<file path="config.mk">
export PLATFORM = sky130hd
export DESIGN_NAME = bus_xfer_ctrl
export DESIGN_NICKNAME = d
export VERILOG_FILES = /design/src/rtl/bus_xfer_ctrl_pkg.sv /design/src/rtl/bus_xfer_ctrl_req_fifo.sv /design/src/rtl/bus_xfer_ctrl.sv
export SDC_FILE = /design/constraint.sdc
export NUM_CORES = 1
export LEC_CHECK = 0
export CORE_MARGIN = 3
export CORE_UTILIZATION = 45
export DETAILED_ROUTE_END_ITERATION = 6
export PLACE_DENSITY = 0.67
export SETUP_SLACK_MARGIN = 0.5
export SYNTH_ARGS = -nofsm -noshare
export SYNTH_HDL_FRONTEND = slang
export SYNTH_HIERARCHICAL = 1
export SYNTH_SLANG_ARGS = --single-unit
export TNS_END_PERCENT = 1
</file>
<file path="constraint.sdc">
create_clock -name CLK -period 2.2 [get_ports CLK]
set_input_delay 0.44 -clock CLK [delete_from_list [all_inputs] [get_ports CLK]]
set_output_delay 0.44 -clock CLK [all_outputs]
set_load 0.01 [all_outputs]
</file>
<file path="src/rtl/bus_xfer_ctrl_pkg.sv">
// Shared types and constants for the bus transfer controller.
// Latency: none (declarations only).
// Backpressure: n/a.
//
// Request word is packed {SRC, DST}. A SRC of SEL_NONE is an illegal request;
// the select value SEL_NONE is reserved for "no source driven" while idle.
package bus_xfer_ctrl_pkg;

  localparam int REQ_W = 4;

  localparam logic [1:0] SEL_NONE = 2'b00;

  typedef enum logic [1:0] {
    ST_IDLE  = 2'd0,
    ST_SETUP = 2'd1,
    ST_LOAD  = 2'd2
  } state_t;

  typedef struct packed {
    logic [1:0] src;
    logic [1:0] dst;
  } req_t;

  // One-hot load strobe for a destination register index.
  function automatic logic [3:0] dst_onehot(input logic [1:0] dst);
    return 4'b0001 << dst;
  endfunction

endpackage

</file>
<file path="src/rtl/bus_xfer_ctrl_req_fifo.sv">
// Synchronous request FIFO with independent read/write pointers and a count.
// Latency: an entry written on edge N becomes poppable on edge N+2 (avail lags one edge).
// Backpressure: full blocks the write; a pop and push together are legal when not full.
//
// Ports:
//   CLK, RST     : clock, synchronous active-high reset (discards contents)
//   push, wr_dat : write request and data; ignored while full
//   pop          : remove head; ignored unless avail
//   rd_dat       : head entry (valid while avail)
//   full         : registered, count == DEPTH
//   avail        : registered, an entry written before the previous edge is present
module req_fifo
  import bus_xfer_ctrl_pkg::*;
#(
  parameter int DEPTH = 2,
  parameter int WIDTH = REQ_W
) (
  input  logic             CLK,
  input  logic             RST,
  input  logic             push,
  input  logic [WIDTH-1:0] wr_dat,
  input  logic             pop,
  output logic [WIDTH-1:0] rd_dat,
  output logic             full,
  output logic             avail
);

  localparam int AW = (DEPTH > 1) ? $clog2(DEPTH) : 1;
  localparam int CW = $clog2(DEPTH + 1);

  logic [WIDTH-1:0] mem_q [DEPTH];
  logic [WIDTH-1:0] mem_d [DEPTH];
  logic [AW-1:0]    wr_ptr_q, wr_ptr_d;
  logic [AW-1:0]    rd_ptr_q, rd_ptr_d;
  logic [CW-1:0]    count_q, count_d;
  logic             full_q, full_d;
  logic             avail_q, avail_d;
  logic             push_ok;
  logic             pop_ok;

  always_comb begin
    push_ok  = push && !full_q;
    pop_ok   = pop && avail_q;
    mem_d    = mem_q;
    wr_ptr_d = wr_ptr_q;
    rd_ptr_d = rd_ptr_q;
    if (push_ok) begin
      mem_d[wr_ptr_q] = wr_dat;
      wr_ptr_d        = wr_ptr_q + AW'(1);
    end
    if (pop_ok) begin
      rd_ptr_d = rd_ptr_q + AW'(1);
    end
    count_d = count_q + CW'(push_ok) - CW'(pop_ok);
    full_d  = (count_d == CW'(DEPTH));
    // Only entries that were already stored before this edge and survive the
    // pop count as available, so a fresh write is never read in its own cycle.
    avail_d = (count_q != CW'(pop_ok));
  end

  always_ff @(posedge CLK) begin
    if (RST) begin
      for (int i = 0; i < DEPTH; i++) begin
        mem_q[i] <= '0;
      end
      wr_ptr_q <= '0;
      rd_ptr_q <= '0;
      count_q  <= '0;
      full_q   <= 1'b0;
      avail_q  <= 1'b0;
    end else begin
      mem_q    <= mem_d;
      wr_ptr_q <= wr_ptr_d;
      rd_ptr_q <= rd_ptr_d;
      count_q  <= count_d;
      full_q   <= full_d;
      avail_q  <= avail_d;
    end
  end

  assign rd_dat = mem_q[rd_ptr_q];
  assign full   = full_q;
  assign avail  = avail_q;

endmodule

</file>
<file path="src/rtl/bus_xfer_ctrl.sv">
// Register-transfer controller driving the 3-to-1 bus mux select and load strobes.
// Latency: accept on edge N -> S after N+2 -> LD after N+2+SETUP_CYCLES, one transfer per SETUP_CYCLES+1.
// Backpressure: REQ_READY = !full of the request FIFO; requests wait there while busy.
//
// Parameters: DEPTH (FIFO entries, power of two >= 2), SETUP_CYCLES (1..15).
// Ports:
//   CLK, RST             : clock, synchronous active-high reset (aborts transfer, flushes FIFO)
//   REQ_VALID/REQ_READY  : request handshake; REQ_SRC (1..3), REQ_DST (0..3)
//   S                    : mux select, SEL_NONE only while idle
//   LD                   : one-hot destination load strobe, one cycle per transfer
//   BUSY                 : high in SETUP or LOAD
//   ERR                  : one-cycle pulse when a request with SRC=00 is popped
//   XFER_CNT             : transfer counter, present only with BUS_XFER_COUNT_EN defined
// All outputs are registered.
module bus_xfer_ctrl
  import bus_xfer_ctrl_pkg::*;
#(
  parameter int DEPTH        = 2,
  parameter int SETUP_CYCLES = 1
) (
  input  logic        CLK,
  input  logic        RST,
  input  logic        REQ_VALID,
  output logic        REQ_READY,
  input  logic [1:0]  REQ_SRC,
  input  logic [1:0]  REQ_DST,
  output logic [1:0]  S,
  output logic [3:0]  LD,
  output logic        BUSY,
  output logic        ERR
`ifdef BUS_XFER_COUNT_EN
  ,
  output logic [15:0] XFER_CNT
`endif
);

  localparam logic [3:0] CNT_INIT = 4'(SETUP_CYCLES - 1);

  state_t     state_q, state_d;
  logic [1:0] s_q, s_d;
  logic [3:0] ld_q, ld_d;
  logic       busy_q, busy_d;
  logic       err_q, err_d;
  logic [3:0] cnt_q, cnt_d;
  logic [1:0] dst_q, dst_d;

  logic             fifo_pop;
  logic             fifo_full;
  logic             fifo_avail;
  logic [REQ_W-1:0] fifo_rd_dat;
  req_t             head;

  req_fifo #(
    .DEPTH (DEPTH),
    .WIDTH (REQ_W)
  ) u_req_fifo (
    .CLK    (CLK),
    .RST    (RST),
    .push   (REQ_VALID),
    .wr_dat ({REQ_SRC, REQ_DST}),
    .pop    (fifo_pop),
    .rd_dat (fifo_rd_dat),
    .full   (fifo_full),
    .avail  (fifo_avail)
  );

  assign head      = req_t'(fifo_rd_dat);
  assign REQ_READY = !fifo_full;

  always_comb begin
    state_d  = state_q;
    s_d      = s_q;
    ld_d     = 4'b0000;
    err_d    = 1'b0;
    cnt_d    = cnt_q;
    dst_d    = dst_q;
    fifo_pop = 1'b0;

    case (state_q)
      ST_IDLE: begin
        if (fifo_avail) begin
          fifo_pop = 1'b1;
          if (head.src == SEL_NONE) begin
            // Illegal request is consumed; S stays at SEL_NONE.
            err_d = 1'b1;
          end else begin
            s_d     = head.src;
            dst_d   = head.dst;
            cnt_d   = CNT_INIT;
            state_d = ST_SETUP;
          end
        end
      end

      ST_SETUP: begin
        if (cnt_q == 4'd0) begin
          ld_d    = dst_onehot(dst_q);
          state_d = ST_LOAD;
        end else begin
          cnt_d = cnt_q - 4'd1;
        end
      end

      ST_LOAD: begin
        // S is still held during the strobe cycle; it only moves when the
        // next transfer starts or when returning to idle.
        if (fifo_avail) begin
          fifo_pop = 1'b1;
          if (head.src == SEL_NONE) begin
            err_d   = 1'b1;
            s_d     = SEL_NONE;
            state_d = ST_IDLE;
          end else begin
            s_d     = head.src;
            dst_d   = head.dst;
            cnt_d   = CNT_INIT;
            state_d = ST_SETUP;
          end
        end else begin
          s_d     = SEL_NONE;
          state_d = ST_IDLE;
        end
      end

      default: begin
        s_d     = SEL_NONE;
        state_d = ST_IDLE;
      end
    endcase

    busy_d = (state_d != ST_IDLE);
  end

  always_ff @(posedge CLK) begin
    if (RST) begin
      state_q <= ST_IDLE;
      s_q     <= SEL_NONE;
      ld_q    <= 4'b0000;
      busy_q  <= 1'b0;
      err_q   <= 1'b0;
      cnt_q   <= 4'd0;
      dst_q   <= 2'd0;
    end else begin
      state_q <= state_d;
      s_q     <= s_d;
      ld_q    <= ld_d;
      busy_q  <= busy_d;
      err_q   <= err_d;
      cnt_q   <= cnt_d;
      dst_q   <= dst_d;
    end
  end

  assign S    = s_q;
  assign LD   = ld_q;
  assign BUSY = busy_q;
  assign ERR  = err_q;

`ifdef BUS_XFER_COUNT_EN
  logic [15:0] xfer_cnt_q, xfer_cnt_d;

  // Counts on the edge that raises LD, so it advances together with the strobe.
  always_comb begin
    xfer_cnt_d = xfer_cnt_q;
    if (ld_d != 4'b0000) begin
      xfer_cnt_d = xfer_cnt_q + 16'd1;
    end
  end

  always_ff @(posedge CLK) begin
    if (RST) begin
      xfer_cnt_q <= 16'd0;
    end else begin
      xfer_cnt_q <= xfer_cnt_d;
    end
  end

  assign XFER_CNT = xfer_cnt_q;
`endif

endmodule

</file>
Word-level counts from Yosys, hierarchy flattened
Cells that the tools add are included.

Flip-flop bits (word level): 30. Logic and storage cells: 78.

Add/sub/neg operators: 5. Order comparisons: 3. Equal/unequal tests: 9. Shifts and indexed selects: 1. Multiplexer cells: 24. Bitwise logic cells: 7. Reduce and logical (&&, ||, !) cells: 15.

Operator list (count): 2-to-1 mux 4 bit (7); 2-to-1 mux 2 bit (8); case mux 2 bit (3 select lines) (2); bitwise mux 8 bit (1); case mux 4 bit (2 select lines) (1); != test 2 bit (second input constant) (3); AND reduction 3 bit (2); OR reduction 3 bit (2); NOT 1 bit (5); demux 4 bit (select 1 bit) (1); == test 2 bit (second input constant) (2); greater-or-equal comparator 2 bit (second input constant) (2); logical NOT 2 bit (2); logical NOT 4 bit (1); 2-to-1 mux 1 bit (4); != test 2 x 1 -> 1 bit (second input constant) (2); NOT 1 -> 2 bit (2); AND reduction 4 bit (1); nonzero test 2 bit (2); left shift 1 x 2 -> 4 bit (first input constant) (1); subtractor 4 x 1 -> 4 bit (second input constant) (1); logical AND 1 bit (3); adder 1 bit (second input constant) (2); adder 2 x 1 -> 2 bit (1); other kinds (6) (6).

Depth between registers and ports, before layout
Depth in word-level cells: 9. Mapped depth: 9. Gate-level depth less buffers: 8.

Cells and area by module
Netlist, hierarchy kept.

By module, submodules not included: bus_xfer_ctrl (instances 1, cells each 67, area an instance 643.1 um^2, sequential area each 320.3 um^2); req_fifo (instances 1, cells each 55, area an instance 594.3 um^2, sequential area each 280.3 um^2).

Worst setup path after synthesis
Ideal clock, no wire load.

Kind: register -> register. Start: register state_q[0]. End: register u_req_fifo.full_q, in the netlist u_req_fifo/full. Library setup time: 88 ps. Arrival time: 1628 ps. Data required time: 2112 ps. Path slack: 484 ps. Stages on the path, launching flop included: 10. Path buffers: 1. Period minus slack after synthesis: 1716 ps. Path through: dfxtp_1 nand2b_1 inv_1 and2_1 buf_2 xnor2_1 ha_1 xor2_1 and3_1 nor4_2.

Word-level cells in the longest chain between the ends: 6. Elaborated cells on any way between the ends: 7. Classes of those cells: add/sub (1); eq/ne (2); mux (1); reduce/logical (3).

Ends and longest elaborated chain: from (decl) (RTL line bus_xfer_ctrl.sv:39) `state_t state_q, state_d;`; from (signal assigned) (RTL line bus_xfer_ctrl.sv:144) `state_q <= state_d;`; == test 2 bit or logical NOT 2 bit (tied branches) (RTL line bus_xfer_ctrl.sv:79) `case (state_q)`; OR reduction 2 bit (no source line) *; 2-to-1 mux 1 bit *; named net fifo_pop (RTL line bus_xfer_ctrl.sv:47) `logic fifo_pop;`; logical AND 1 bit * (RTL line bus_xfer_ctrl_req_fifo.sv:43) `pop_ok = pop && avail_q;`; subtractor 2 x 1 -> 2 bit * (RTL line bus_xfer_ctrl_req_fifo.sv:54) `count_d = count_q + CW'(push_ok) - CW'(pop_ok);`; == test 2 bit * (RTL line bus_xfer_ctrl_req_fifo.sv:55) `full_d = (count_d == CW'(DEPTH));`; to (signal assigned) (RTL line bus_xfer_ctrl_req_fifo.sv:76) `full_q <= full_d;`; to (decl) (RTL line bus_xfer_ctrl_req_fifo.sv:36) `logic full_q, full_d;`.

Mark *: on every way through the listed nets, which the timed path passes. The rest lies on a longest branch. A chain may end at the register's enable or synchronous reset.

Final worst setup path
Start: register state_q[0]. End: register u_req_fifo.count_q[1].

Word-level cells in the longest chain between the ends: 5. Elaborated cells on any way between the ends: 6. Classes of those cells: add/sub (1); eq/ne (1); mux (1); reduce/logical (3).

Ends and longest elaborated chain: == test 2 bit or logical NOT 2 bit (tied branches) (RTL line bus_xfer_ctrl.sv:79); OR reduction 2 bit (no source line) *; 2-to-1 mux 1 bit *; named net fifo_pop (RTL line bus_xfer_ctrl.sv:47); logical AND 1 bit * (RTL line bus_xfer_ctrl_req_fifo.sv:43); subtractor 2 x 1 -> 2 bit * (RTL line bus_xfer_ctrl_req_fifo.sv:54); to (signal assigned) (RTL line bus_xfer_ctrl_req_fifo.sv:75) `count_q <= count_d;`; to (decl) (RTL line bus_xfer_ctrl_req_fifo.sv:35) `logic [CW-1:0] count_q, count_d;`.

Marked as above.

==> impl_results.md <==
- Clk Latency, worst-skew pair: ~0.32 ns
- Initial Util: about half
- Power Density: about 770 nW/µm²
- Worst-margin pin slew: between 0.4 and 0.5 ns
- Number of enable flip-flop cells after synthesis: 0
- Setup CP Type: reg2reg
- First-pass GRT wire length: 3.57 mm
- Finished Core Util: between 60% and 70%
- Slowest Stage Delay on Critical Path: about 0.33 ns
- Worst slew margin: ~72%
- Cell with the most instances after synthesis: dfxtp_1
- Fin nets: about 160
- Top cells by area, synth: dfxtp_1 (49%), mux2i_1 (6.5%), mux2_2 (3.6%)
- Pin count of the biggest net entering global routing: 18
- Cts bufs inserted: 5
- Number of synthesized register bits: 30
- Arr. time, crit path: about 1.9 ns
- IO Port Bufs: 15
- Hold WC Path Type: reg2reg
- Synth async-reset ratio: 0%
- Die Y: between 50 and 60 µm
- Cells after synthesis: approximately 120
- Chip width: 58.4 µm
- Yosys top cell area share: around half
- DP Worst Slack: approximately 0.15 ns
- # hold bufs at CTS: 0
- Clk buf depth: 2
- Rows: 18
- Area growth from synthesis to layout: 25.5%
- TritonCTS clock tree: yes
- Avg Cell Area, Syn: about 10 µm²
- CTS sink cnt: 30
- CP Cell Sequence: nand2b_4 > inv_2 > and2_4 > xnor2_2 > ha_2 > xor2_2 > and3_4 > nor3_1
- Yosys cell types: 34
- Drt first-iter violations: 25
- Largest family of logic cells by synthesized area: simple AND/OR/NAND/NOR gates
- Post-synthesis sequential area ratio: between 40 and 50%
- CP startpoint kind: flop
- Via/cell ratio: roughly 5.3
- Final setup violation count: 0
- Slew Viols, Final: 0
- Achievable Freq: 594 MHz
- Final hold vios: 0
- Period utilization: between 70% and 80%
- Post-Synth Adder-Cell Area: a little over 3%
- Vias in the first global route: 827
- Final worst slack: between 0.5 and 0.6 ns
- Gr usage total: 13.9%
- DRC errors left: 0
- ANT nets after route: 0
- Post-Synth Simple-Gate Area: 23.0%
- Layout cells sized above 1: a little over a fifth
- Maximum VDD drop: between 0.0007 and 0.0008 V
- Synth Area in Compound Gates: 8.70%
- Synth Flop Type: dfxtp_1
- Hold slack: approximately 0.49 ns
- Top Ports: 16
- Mapped Area: 1240 µm²
- Mux share of post-synthesis cell area: about 10%
- Layout Skew: 0.00513 ns
- RD Place Congestion: slightly above 0.8
- Power, Total: about 1.2 mW
- Post-Route WL: around 2.3 mm
- H-tree depth: 2
- Hpwl dp: 1.60 mm
- CP Max Fanout: 6
- Top cells by count, synth: dfxtp_1 (30), nor2_1 (12), mux2i_1 (8), a21oi_1 (7), inv_1 (7)
- Yosys warnings: 6
- Status: finished clean
- Max-Cap Viols: 0
- RSZ-0062 raised after global routing: yes
- CP endpoint kind: flop
- Initial antenna violation count: 0
- Leading area contributor after synthesis: dfxtp_1
- Fillcell total: between 200 and 250
- Final cell count without fillers: 176
- Tmin final: ~1.7 ns
- Post-layout instance area: 1550 µm²
- Root buf cell: clkbuf_4
- Detailed Routing Iterations Pass 1: 5
- Setup_tns: 0 ns
- Max stage delay cell, worst path: dfxtp_2
- Antenna cell count: 0
- WP data required: approximately 2.4 ns
- Post-Synth XOR/XNOR Area: under 10%
- Core ar.: roughly 2500 µm²
- Drt wl/cell: around 13 µm
- Placed instance area: about 1400 µm²
- DIE AREA: 3420 µm²
- Reg clk slew, reported paths: around 0.090 ns
- Leak Pwr: ~0.63 nW
- Overflow after GRT: 0
- Syn Nets: around 130
- Via count: between 900 and 1,000
- Placed cell count: approximately 170
-- layout make-up --
type,instances,area (µm²),share of cell area (%)
well taps,30,37.5,2.42
inverters,7,26.3,1.69
multi-input cells,82,639,41.2
clock inverters,1,5.00,0.322
repair buffers,19,185,11.9
flip-flops and latches,30,604,38.9
clock buffers,7,55.1,3.55
-- report_power, final --
group | switching (mW) | total (mW) | internal, mW | leakage [nW]
sequential | 0.0387 | 0.627 | 0.588 | 0.245
combinational | 0.116 | 0.236 | 0.120 | 0.349
clock | 0.182 | 0.336 | 0.155 | 0.0353
total | 0.336 | 1.20 | 0.863 | 0.629
-- final timing paths --
path / from / end / slack (ns) / cells after the start
setup / recovery: state_q[0] / u_req_fifo/count_q[1] / 0.52 / 8
hold / removal: u_req_fifo/count_q[1] / u_req_fifo/avail / 0.49 / 2
setup reg to reg: state_q[0] / u_req_fifo/count_q[1] / 0.52 / 8
hold reg to reg: u_req_fifo/count_q[1] / u_req_fifo/avail / 0.49 / 2
-- per-layer routing --
| metal | track usage, % | vias up | part of all wire (%) |
|---|---|---|---|
| met2 | 20.4 | 18 | 46 |
| met5 | 0 | - | 0 |
| li1 | - | 477 | - |
| met1 | 17.8 | 443 | 48 |
| met3 | 5.92 | 3 | 5.3 |
| met4 | 5.96 | 0 | 0.73 |
-- what timing repair did --
item | in CTS | in global routing
resized for setup | 0 | 14
setup endpoints to repair | 7 | 8
pin swaps | 0 | 4
setup buffers | 0 | 3
-- registers in the layout, indices dropped and copies added, names as in the netlist, 2 cells and up --
signal	count
LD	4
S	2
cnt_q	4
dst_q	2
state_q	2
u_req_fifo/count_q	2
u_req_fifo/mem_q	8
-- placed cells by master (no fill, tap or decap), types with 4 or more instances in the layout --
master           synthesis  final
mux2_2                   4      4
a21oi_1                  7      6
inv_1                    7      6
nor2_1                  12     12
nand2b_1                 5      4
buf_4                    0      4
nand3b_1                 4      4
clkdlybuf4s50_1          0     13
mux2i_1                  8      8
clkbuf_4                 0      5
nand3_1                  4      4
dfxtp_1                 30     27
-- cells by family (layout without fill, tap and decap cells) --
group,count (synthesis),after routing
mux,12,12
compound gates,17,17
xor+xnor,5,5
simple gates,45,45
flops,30,30
buf+inv,10,34
fa+ha+maj,3,3
-- worst max-delay path, delay by kind of cell (launching register included) --
kind,cells,cell delay [ns]
adders and majority gates,1,0.22
DFF,1,0.33
and+or+nand+nor,4,0.62
buffers and inverters,1,0.10
xor gates and xnor gates,2,0.31
Power figures use the tool's default switching activity.
